File: config.mk
export PLATFORM = sky130hd
export DESIGN_NAME = note_tone_gen_flat
export DESIGN_NICKNAME = d
export VERILOG_FILES = /design/src/rtl/note_tone_gen_if.sv /design/src/rtl/note_tone_gen.sv /design/src/flat_wrapper.sv
export SDC_FILE = /design/constraint.sdc
export NUM_CORES = 1
export LEC_CHECK = 0
export ABC_AREA = 1
export BUFFER_PORTS_ARGS = -buffer_cell sky130_fd_sc_hd__clkbuf_2
export CORE_MARGIN = 4
export CORE_UTILIZATION = 60
export DETAILED_ROUTE_END_ITERATION = 8
export GPL_TIMING_DRIVEN = 0
export PLACE_DENSITY = 0.91
export SETUP_SLACK_MARGIN = 0.05
export SYNTH_ARGS = -nofsm -noshare
export SYNTH_HDL_FRONTEND = slang
export SYNTH_SLANG_ARGS = --single-unit
File: constraint.sdc
create_clock -name clk -period 5.1 [get_ports clk]
set_input_delay 0.765 -clock clk [delete_from_list [all_inputs] [get_ports clk]]
set_output_delay 0.765 -clock clk [all_outputs]
set_load 0.01 [all_outputs]
File: src/rtl/note_tone_gen_if.sv
`default_nettype none
// ============================================================================
//  Module      : note_tone_gen_if
//  Description : Signal bundle for the note tone generator. Carries the two
//                tone half-period inputs, the optional volume level and the
//                four Pmod I2S DAC pins.
//                  note_div_left/right : half-period in clk cycles (0/1 = mute)
//                  volume              : amplitude level 0..7 (VOLUME_CTRL_EN)
//                  audio_mclk/lrck/sck : DAC master, word-select, bit clocks
//                  audio_sdin          : DAC serial data, MSB first
//                master = tone source / DAC side, slave = generator.
//  Config      : VOLUME_CTRL_EN adds the volume signal.
//  Revision    : 1.0 - initial release
// ============================================================================
interface note_tone_gen_if;
    logic [21:0] note_div_left;
    logic [21:0] note_div_right;
`ifdef VOLUME_CTRL_EN
    logic [2:0]  volume;
`endif
    logic        audio_mclk;
    logic        audio_lrck;
    logic        audio_sck;
    logic        audio_sdin;

`ifdef VOLUME_CTRL_EN
    modport master (
        output note_div_left, note_div_right, volume,
        input  audio_mclk, audio_lrck, audio_sck, audio_sdin
    );
    modport slave (
        input  note_div_left, note_div_right, volume,
        output audio_mclk, audio_lrck, audio_sck, audio_sdin
    );
`else
    modport master (
        output note_div_left, note_div_right,
        input  audio_mclk, audio_lrck, audio_sck, audio_sdin
    );
    modport slave (
        input  note_div_left, note_div_right,
        output audio_mclk, audio_lrck, audio_sck, audio_sdin
    );
`endif
endinterface
`default_nettype wire

File: src/rtl/note_tone_gen.sv
`default_nettype none
// ============================================================================
//  Module      : note_tone_gen
//  Description : Two independent square-wave tone channels serialised to a
//                Pmod I2S DAC. A 9-bit free-running divider provides
//                mclk = clk/4, sck = clk/16, lrck = clk/512. Channel samples
//                are latched into shadow registers once per 512-cycle frame
//                and shifted out MSB first, left word while lrck is low.
//  Ports       : clk   - system clock, rising edge
//                rst_n - synchronous active-low reset
//                bus   - note_tone_gen_if.slave (tone inputs, DAC pins)
//  Config      : VOLUME_CTRL_EN - amplitude = volume x 16'h1000 instead of
//                the fixed 16'h4000.
//  Revision    : 1.0 - initial release
// ============================================================================
module note_tone_gen (
    input  wire logic      clk,
    input  wire logic      rst_n,
    note_tone_gen_if.slave bus
);

    localparam logic [21:0] DIV_SILENT_MAX = 22'd1;
    localparam logic [8:0]  DIV_LAST       = 9'h1FF;

    logic [21:0] cnt_l;
    logic [21:0] cnt_r;
    logic        sq_l;
    logic        sq_r;
    logic        silent_l;
    logic        silent_r;
    logic [15:0] amp;
    logic [15:0] neg_amp;
    logic [15:0] sample_l;
    logic [15:0] sample_r;
    logic [8:0]  div;
    logic [15:0] shadow_l;
    logic [15:0] shadow_r;
    logic [15:0] tx_word;
    logic [3:0]  bit_sel;

    assign silent_l = (bus.note_div_left  <= DIV_SILENT_MAX);
    assign silent_r = (bus.note_div_right <= DIV_SILENT_MAX);

    // Tone counters. The wrap uses >= so that shrinking note_div below the
    // running count wraps on the very next cycle instead of running on to
    // 2^22.
    always_ff @(posedge clk) begin
        if (!rst_n || silent_l) begin
            cnt_l <= '0;
            sq_l  <= 1'b0;
        end else if (cnt_l >= (bus.note_div_left - 22'd1)) begin
            cnt_l <= '0;
            sq_l  <= ~sq_l;
        end else begin
            cnt_l <= cnt_l + 22'd1;
        end
    end

    always_ff @(posedge clk) begin
        if (!rst_n || silent_r) begin
            cnt_r <= '0;
            sq_r  <= 1'b0;
        end else if (cnt_r >= (bus.note_div_right - 22'd1)) begin
            cnt_r <= '0;
            sq_r  <= ~sq_r;
        end else begin
            cnt_r <= cnt_r + 22'd1;
        end
    end

`ifdef VOLUME_CTRL_EN
    assign amp = {1'b0, bus.volume, 12'h000};
`else
    assign amp = 16'h4000;
`endif
    assign neg_amp = 16'h0000 - amp;

    assign sample_l = silent_l ? 16'h0000 : (sq_l ? amp : neg_amp);
    assign sample_r = silent_r ? 16'h0000 : (sq_r ? amp : neg_amp);

    // Frame divider and shadow capture. Capturing on the last cycle of a
    // frame keeps both words constant for the whole following frame.
    always_ff @(posedge clk) begin
        if (!rst_n) begin
            div      <= '0;
            shadow_l <= '0;
            shadow_r <= '0;
        end else begin
            div <= div + 9'd1;
            if (div == DIV_LAST) begin
                shadow_l <= sample_l;
                shadow_r <= sample_r;
            end
        end
    end

    // Bit index advances with div[7:4], i.e. on the sck falling edge, so each
    // bit is centred on the sck rising edge.
    assign tx_word = div[8] ? shadow_r : shadow_l;
    assign bit_sel = 4'hF - div[7:4];

    assign bus.audio_mclk = div[1];
    assign bus.audio_sck  = div[3];
    assign bus.audio_lrck = div[8];
    assign bus.audio_sdin = tx_word[bit_sel];

endmodule
`default_nettype wire
File: src/flat_wrapper.sv
// flat-port wrapper written by rule: the top's interface ports become plain ports
module note_tone_gen_flat 
  (clk, rst_n, bus_note_div_left, bus_note_div_right, bus_audio_mclk, bus_audio_lrck, bus_audio_sck, bus_audio_sdin);
  note_tone_gen_if bus_i ();
  input  wire logic clk;
  input  wire logic rst_n;
  input wire logic [$bits(bus_i.note_div_left)-1:0] bus_note_div_left;
  input wire logic [$bits(bus_i.note_div_right)-1:0] bus_note_div_right;
  output wire logic [$bits(bus_i.audio_mclk)-1:0] bus_audio_mclk;
  output wire logic [$bits(bus_i.audio_lrck)-1:0] bus_audio_lrck;
  output wire logic [$bits(bus_i.audio_sck)-1:0] bus_audio_sck;
  output wire logic [$bits(bus_i.audio_sdin)-1:0] bus_audio_sdin;
  assign bus_i.note_div_left = bus_note_div_left;
  assign bus_i.note_div_right = bus_note_div_right;
  assign bus_audio_mclk = bus_i.audio_mclk;
  assign bus_audio_lrck = bus_i.audio_lrck;
  assign bus_audio_sck = bus_i.audio_sck;
  assign bus_audio_sdin = bus_i.audio_sdin;
  note_tone_gen u_core (.clk(clk), .rst_n(rst_n), .bus(bus_i));
endmodule
======== Word-level counts from Yosys, hierarchy flattened ========
Cells that the tools add are included.
storage, ports and cells
  output and inout port bits .............. 4
  memories kept ........................... 0
  bits in writable memories ............... 0
  bits in registers ....................... 87
  ROM bits ................................ 0
  logic and storage cells ................. 33
  latch bits .............................. 0
  input bits .............................. 46
operators by class
  divide/modulo/power cells ............... 0
  multiplexer cells ....................... 7
  order comparisons ....................... 5
  add/subtract/negate cells ............... 6
  eq/ne operators ......................... 1
  reductions and logical operators ........ 5
  bitwise logic cells ..................... 2
  multiply operators ...................... 0
  shift operators ......................... 0
operator list
  cell                   number
  $mux 16                5
  $add 22x1->22 const B  2
  $ge 22x22->1           2
  $le 22x1->1 const B    2
  $sub 22x1->22 const B  2
  $add 9x1->9 const B    1
  $eq 9x9->1 const B     1
  $lt 4x5->1 const B     1
  $bmux 1 s4             1
  $reduce_or 2->1        2
  $sub 4x4->4 const A    1
  $logic_or 1x1->1       2
  $not 1->1              2
  $logic_not 1->1        1
  $mux 1                 1

======== Logic depth before layout (Yosys ltp) ========
Gate-level depths: netlist of run 1.
  depth after elaboration ................. 3
  gate-level depth with buffers ........... 22
  depth with buffers taken out ............ 21

======== Worst setup path before layout of run 1 ========
No wires, ideal clock.
  path type ............................... input to register
  from .................................... input port bus_note_div_left[0]
  to ...................................... register u_core.cnt_l[12]
  buffers on the path ..................... 1
  stages .................................. 21
  setup slack ............................. 2.038 ns
  data required time ...................... 4.984 ns
  library setup time ...................... 0.116 ns
  data arrival time ....................... 2.946 ns
  cells stage by stage .................... inv_1 -> ha_1 -> nand3_2 -> nor2_2 -> nand2_1 -> nor2_1 -> inv_1 -> nor2_1 -> xor2_1 -> inv_1 -> ha_1 -> nand2_1 -> nor2_1 -> nand3_1 -> nor2_1 -> nor2_2 -> nand3_2 -> nor2_4 -> inv_4 -> buf_6 -> nor2_1
on the way
  word-level cells in the longest chain between the ends .. 3
  elaborated cells between the ends (all ways) .. 5
  classes of those cells .................. add/sub (1); order compare (2); reduce/logical (2)
ends and longest elaborated chain
  item                                                     RTL line                                  RTL
  from (decl)                                              flat_wrapper.sv:7                         input wire logic [$bits(bus_i.note_div_left)-1:0] bus_note_div_left;
  $sub 22x1->22 / $le 22x1->1 (equally long branches)      note_tone_gen.sv:51, note_tone_gen.sv:41
  $ge 22x22->1 / $logic_or 1x1->1 (equally long branches)  note_tone_gen.sv:51, note_tone_gen.sv:48
  $reduce_or 2->1 (no line) (*)                            n/a
  to (signal assigned)                                     note_tone_gen.sv:55                       cnt_l <= cnt_l + 22'd1;
  to (decl)                                                note_tone_gen.sv:25                       logic [21:0] cnt_l;
Every way passes the cells marked *; elsewhere a longest branch is shown, timed or not.
A chain may end at the register's enable or synchronous reset.

======== Worst setup path in the final report of run 1 ========
  from .................................... input port bus_note_div_left[0]
  to ...................................... register u_core.cnt_l[10]
Same word-level chain as after synthesis.

==> impl_metrics.ini, run 1 <==
[outcome]
status = finished clean

[floorplanning]
die_w_um = 101
die-area_mm2 = 0.0101
row_count = 33
die_h_um = 101
start_util_pct = 62.2
boundaryPins = 50
core_mm2 = 0.00826

[clock_network]
cts_setup_buffers = 0
ctsRootBufferMaster = clkbuf_8
htreeDepth = 3
holdBufCountCts = 0
clk_latency_ns = 0.33
cts_tree = yes
cts_max_path_buffers = 2
clk_pin_slew_ns = 0.07
cts_made_buffers = 9
cts_resized = 0
clock-sinks = 59

[synthesis]
postSynthCellCount = 740
ys.flop_type = dfxtp_1
synth_common_cells = nand2_1 (162), nor2_1 (106), inv_1 (103)
synthesis.area_mm2 = 0.00514
yosysMostFrequentCell = nand2_1
synth_area_leaders = dfxtp_1 (23%), ha_1 (13%), nand2_1 (12%)
syn_area_per_cell_um2 = 6.94
ys_warn_count = 0
ys_seq_area_share_pct = 23.0
synth_fp_nets = 838
synth-async-reset-ratio_pct = 0
ys_ff_latch = 59
synth_edf_count = 0
synth_top_area_share_pct = 23.0
synth_cell_types = 37
yosysTopAreaCell = dfxtp_1

[setup_path]
end_kind = flop
worst-path-buf-inv = 6
crit_fanout = 10
cp_cell_sequence = clkbuf_2 -> inv_1 -> ha_1 -> nand3_2 -> nor2_2 -> nand2_1 -> nor2_1 -> inv_1 -> nor2_1 -> xor2_1 -> inv_1 -> ha_1 -> nand2_1 -> nor2_1 -> nand2_1 -> nor2_1 -> nand2_1 -> nand3_2 -> nor2_4 -> inv_4 -> buf_6 -> nor2_1
cp-start-kind = input pin
reg2reg_slack_ns = 3.10
worst_ep_required_time_ns = 5.32
worst-setup-path-type = in2reg
critPathSlowestCell = nor2_2
critPathTopFamily = simple AND/OR/NAND/NOR gates
cp_common_cell = nor2_1
critPathArrivalTime_ns = 3.56
slowest_delay_ns = 0.31

[sta]
period_share_pct = 65.5
worst_slew_pin_slew_ns = 0.415
final.setup.tns_ns = 0
fin_skew_ns = 0.0125
hold_viol = 0
drv_slew = 0
grt_setup_unrepaired = no
setup_violations = 0
slew_headroom_pct = 71.6
fin_crit_ns = 3.34
fmax_ghz = 0.299

[detailed_routing]
drt_iter0_drc = 243
route.detailed.wl_per_inst_um = 12.7
final_antenna_net_count = 0
avgViaCountPerCell = 5.30
first_pass_iters = 7
num_vias = 4818
routed_wl_mm = 11.5
drc_errors = 0

[grt]
grt_pass1_vias = 4701
grt.overflow.total = 0
antenna_found_initial = 0
grt_max_degree = 11
track_usage_pct = 23.7
grt_pass1_wl_mm = 19.9

[power]
powerDensity_mw_per_mm2 = 178
p_leak_nw = 2.67
worst_ir_drop_vdd_v = 0.000161

[place]
dpl.hpwl_mm = 9.56
globalplace.congestion = 0.931
placed_cell_area_mm2 = 0.00551
port_buffers = 48

[finish]
drive_above_1_share_pct = 16.8
final_nets = 897
stdcell_area_mm2 = 0.00569
syn_to_final_growth_pct = 10.7
antennaDiodeCount = 0

[worst_hold_path]
hp-class = reg2reg

[run]
drv_cap = 0
==> final timing paths <==
kind / depth (start not counted) / endpoint / startpoint
min: 1 / u_core.div[0] / u_core.div[0]
max reg2reg: 10 / u_core.cnt_r[20] / u_core.cnt_r[3]
max: 22 / u_core.cnt_l[10] / bus_note_div_left[0]
min reg2reg: 1 / u_core.div[0] / u_core.div[0]
==> layout make-up <==
cell class,count,area [um^2]
Clock buffer,12,155
Inverter,114,430
Fill cell,668,2570
Tap cell,105,131
Multi-Input combinational cell,563,3460
Sequential cell,59,1180
Clock inverter,4,25.0
Timing Repair Buffer,48,240
Buffer,4,62.6
==> through the flow <==
stage | instances | total power, mW | worst slack, ns | utilization, % | hold slack (ns)
after CTS | 909 | 1.02 | 1.81 | 68.9 | 0.466
after global routing | 909 | 1.06 | 1.51 | 68.9 | 0.495
after global placement | 893 | 0.624 | 1.60 | 66.7 | 0.430
after floorplan | 740 | 0.582 | 2.04 | - | 0.417
final | 909 | 1.01 | 1.76 | 68.9 | 0.460
after detailed placement | 893 | 0.633 | 1.46 | 66.7 | 0.456
==> where the power goes <==
part | internal (mW) | switching, mW
sequential | 0.467 | 0.00797
combinational | 0.0597 | 0.0890
clock | 0.201 | 0.185
total | 0.728 | 0.282
==> cell families (layout without fill, tap and decap cells) <==
group / after synthesis / count (layout) / synth area share (%)
AND/OR/NAND/NOR: 396 / 396 / 37.6
flip-flops: 59 / 59 / 23.0
adder cells (fa/ha/maj): 52 / 52 / 12.7
buffers and inverters: 118 / 182 / 9.60
AO/OA/AOI/OAI: 43 / 43 / 4.85
XOR/XNOR: 72 / 72 / 12.3
==> per-layer routing <==
layer	up-vias	global-route usage [%]	part of all wire [%]
met5	-	0	0
met2	143	42.4	49
li1	2457	-	-
met3	30	2.98	4.7
met1	2188	29.1	44
met4	0	8.70	2.2
==> sequential cells by signal (all words and copies together) (netlist names) <==
signal	flops
u_core.shadow_l	2
u_core.sq_l	1
u_core.sq_r	1
u_core.div	9
u_core.cnt_r	22
u_core.shadow_r	2
u_core.cnt_l	22
==> cells in the final DEF (no fill, tap or decap), types with 10 or more instances in the layout <==
cell / n
dfxtp_1: 59
xnor2_1: 25
a21oi_1: 22
nand4_1: 13
inv_2: 10
nand2_1: 162
xor2_1: 47
ha_1: 52
nor3_1: 22
clkbuf_2: 48
nor2_1: 106
clkbuf_8: 11
nor2_2: 16
nand3_1: 28
nor2_4: 21
inv_1: 103
(Power assumes the default switching activity.)
==> run 2, diff against run 1 <==
- ABC_AREA: 1 -> 0
- CORE_UTILIZATION: 60 -> 53
- PLACE_DENSITY: 0.91 -> 0.87
- clock period: 5.1 -> 2.9 ns (I/O delays scaled with it)
==> impl_metrics.ini, run 2 <==
[outcome]
status = complete, but fails checks
violations = setup timing

[worst_hold_path]
whs_path_depth = 2
worstHoldStart = rst_n
hp-class = in2reg
holdPathEnd = u_core.div[5]

[sta]
fin_ws_ns = -0.335
worst_slew_pin_slew_ns = 0.671
final.setup.tns_ns = -6.20
slew_headroom_pct = 54.9
period_share_pct = 112
hold_viol = 0
grt_setup_unrepaired = yes
whs_ns = 0.408
fin_crit_ns = 3.24
fin_skew_ns = 0.00603
fmax_ghz = 0.309
drv_slew = 0
setup_violations = 24

[clock_network]
cts_made_buffers = 9
ctsRootBufferMaster = clkbuf_8
htreeDepth = 3
clk_latency_ns = 0.35
holdBufCountCts = 0
clk_pin_slew_ns = 0.07
cts_tree = yes
clock-sinks = 59
cts_max_path_buffers = 2

[finish]
antennaDiodeCount = 0
final_nets = 675
fin_util_pct = 71.1
drive_above_1_share_pct = 27.5
syn_to_final_growth_pct = 31.3
largestRegisters = u_core.cnt_l (22), u_core.cnt_r (22), u_core.div (9)
final_cell_mix = nor2_1 (59), dfxtp_1 (59), ha_1 (51)

[setup_path]
worst-setup-path-type = in2reg
critPathArrivalTime_ns = 3.51
r2r_end = u_core.cnt_r[16]
worst_ep_required_time_ns = 3.17
reg2reg_from = u_core.cnt_r[3]
reg2regPathDepth = 8
end_kind = flop
reg2reg_slack_ns = 0.54
startpoint = bus_note_div_left[10]
crit_fanout = 10
cp-start-kind = input pin

[synthesis]
synth_fa_ha_area_share_pct = 15.6
synthesis.area_mm2 = 0.00416
ys_ff_latch = 59
synthSimpleGateAreaFrac_pct = 27.4
synth_fp_nets = 588
synthMuxAreaShare_pct = 1.26
synth_edf_count = 0
yosysMostFrequentCell = nor2_1
ys_warn_count = 0
ys_seq_area_share_pct = 28.4
synth-compound-area-share_pct = 7.19
syn_area_per_cell_um2 = 8.49
synth_top_family_by_area = simple AND/OR/NAND/NOR gates
ys.flop_type = dfxtp_1
synth_common_cells = nor2_1 (77), dfxtp_1 (59), ha_1 (52)
synth-async-reset-ratio_pct = 0
synth_cell_types = 43
postSynthCellCount = 490
synth_top_area_share_pct = 28.4
synth_area_leaders = dfxtp_1 (28%), ha_1 (16%), xnor2_1 (10%)
yosysTopAreaCell = dfxtp_1
synth_xor_area_share_pct = 17.5

[place]
port_buffers = 49
globalplace.congestion = 0.822
dpl.hpwl_mm = 7.07
pre_cts_ws_ns = -1.12

[floorplanning]
row_count = 32
die-area_mm2 = 0.00933
core_mm2 = 0.00769
start_util_pct = 54.1
die_h_um = 96.6
die_w_um = 96.6
boundaryPins = 50

[detailed_routing]
drc_errors = 0
num_vias = 3978
first_pass_iters = 4
final_antenna_net_count = 0
route.detailed.wl_per_inst_um = 16.6
routed_wl_mm = 11.3
drt_iter0_drc = 158
avgViaCountPerCell = 5.82

[grt]
grt_pass1_wl_mm = 16.6
grt.overflow.total = 0
antenna_found_initial = 0
grt_max_degree = 13
track_usage_pct = 22.5
grt_pass1_vias = 3912

[run]
drv_cap = 0

[power]
p_leak_nw = 2.25
worst_ir_drop_vdd_v = 0.000255
powerDensity_mw_per_mm2 = 373
[run 2: report_power, final]
group	internal, mW	switching, mW	total, mW	leakage, nW
Clock	0.578	0.361	0.939	0.124
Combinational	0.119	0.144	0.263	1.64
Sequential	0.821	0.0148	0.836	0.477
Total	1.52	0.520	2.04	2.25
[run 2: kinds of logic (layout without fill, tap and decap cells)]
kind of cell	count (synthesis)	after routing
DFF	59	59
adders and majority gates	52	52
muxes	4	4
xor gates and xnor gates	83	83
and+or+nand+nor	225	225
AOI/OAI and AO/OA	44	44
buffers and inverters	23	115
[run 2: worst max-delay path: stages]
cell and delay, ns:
buf_8 0.09, or4_4 0.56, or4_4 0.49, nor4_4 0.17, xnor2_1 0.16, ha_1 0.28
a21o_1 0.20, a21o_1 0.19, a221oi_2 0.26, o21a_2 0.22, nand3_4 0.12, buf_6 0.17
nor2_1 0.14
[run 2: through the flow]
step	power [mW]	instances	instance area [um^2]
after floorplan	0.966	490	4220
after global placement	1.04	641	4590
after detailed placement	1.05	641	4590
after CTS	2.00	672	5110
after global routing	2.11	684	5460
final	2.04	684	5460
[run 2: what timing repair did]
action | CTS | global route
pin swaps | 27 | 30
gates cloned | 2 | 1
setup endpoints to repair | 46 | 46
resized for setup | 36 | 63
buffers inserted | 13 | 11
[run 2: cell type report]
| type | instances | area [um^2] |
|---|---|---|
| Multi-Input combinational cell | 408 | 3280 |
| Inverter | 15 | 56.3 |
| Clock buffer | 9 | 124 |
| Buffer | 8 | 60.1 |
| Tap cell | 102 | 128 |
| Fill cell | 530 | 2220 |
| Sequential cell | 59 | 1180 |
| Clock inverter | 7 | 125 |
| Timing Repair Buffer | 76 | 508 |
[run 2: worst max path at each step]
stage | end | slack, ns | cells past startpoint
floorplan | u_core.sq_l | -0.36 | 11
global placement | u_core.cnt_l[20] | -1.07 | 13
detailed placement | u_core.cnt_l[14] | -1.12 | 13
CTS | u_core.cnt_l[6] | -0.23 | 13
global route | u_core.cnt_l[6] | -0.48 | 13
finish | u_core.cnt_l[6] | -0.34 | 13
[run 2: routing by layer]
| layer | global-route usage, % | vias up | wire length (um) |
|---|---|---|---|
| met2 | 41.5 | 142 | 6000 |
| met3 | 5.19 | 50 | 563 |
| met4 | 9.70 | 0 | 464 |
| li1 | - | 1903 | - |
| met5 | 0 | - | 0 |
| met1 | 24.3 | 1883 | 4300 |
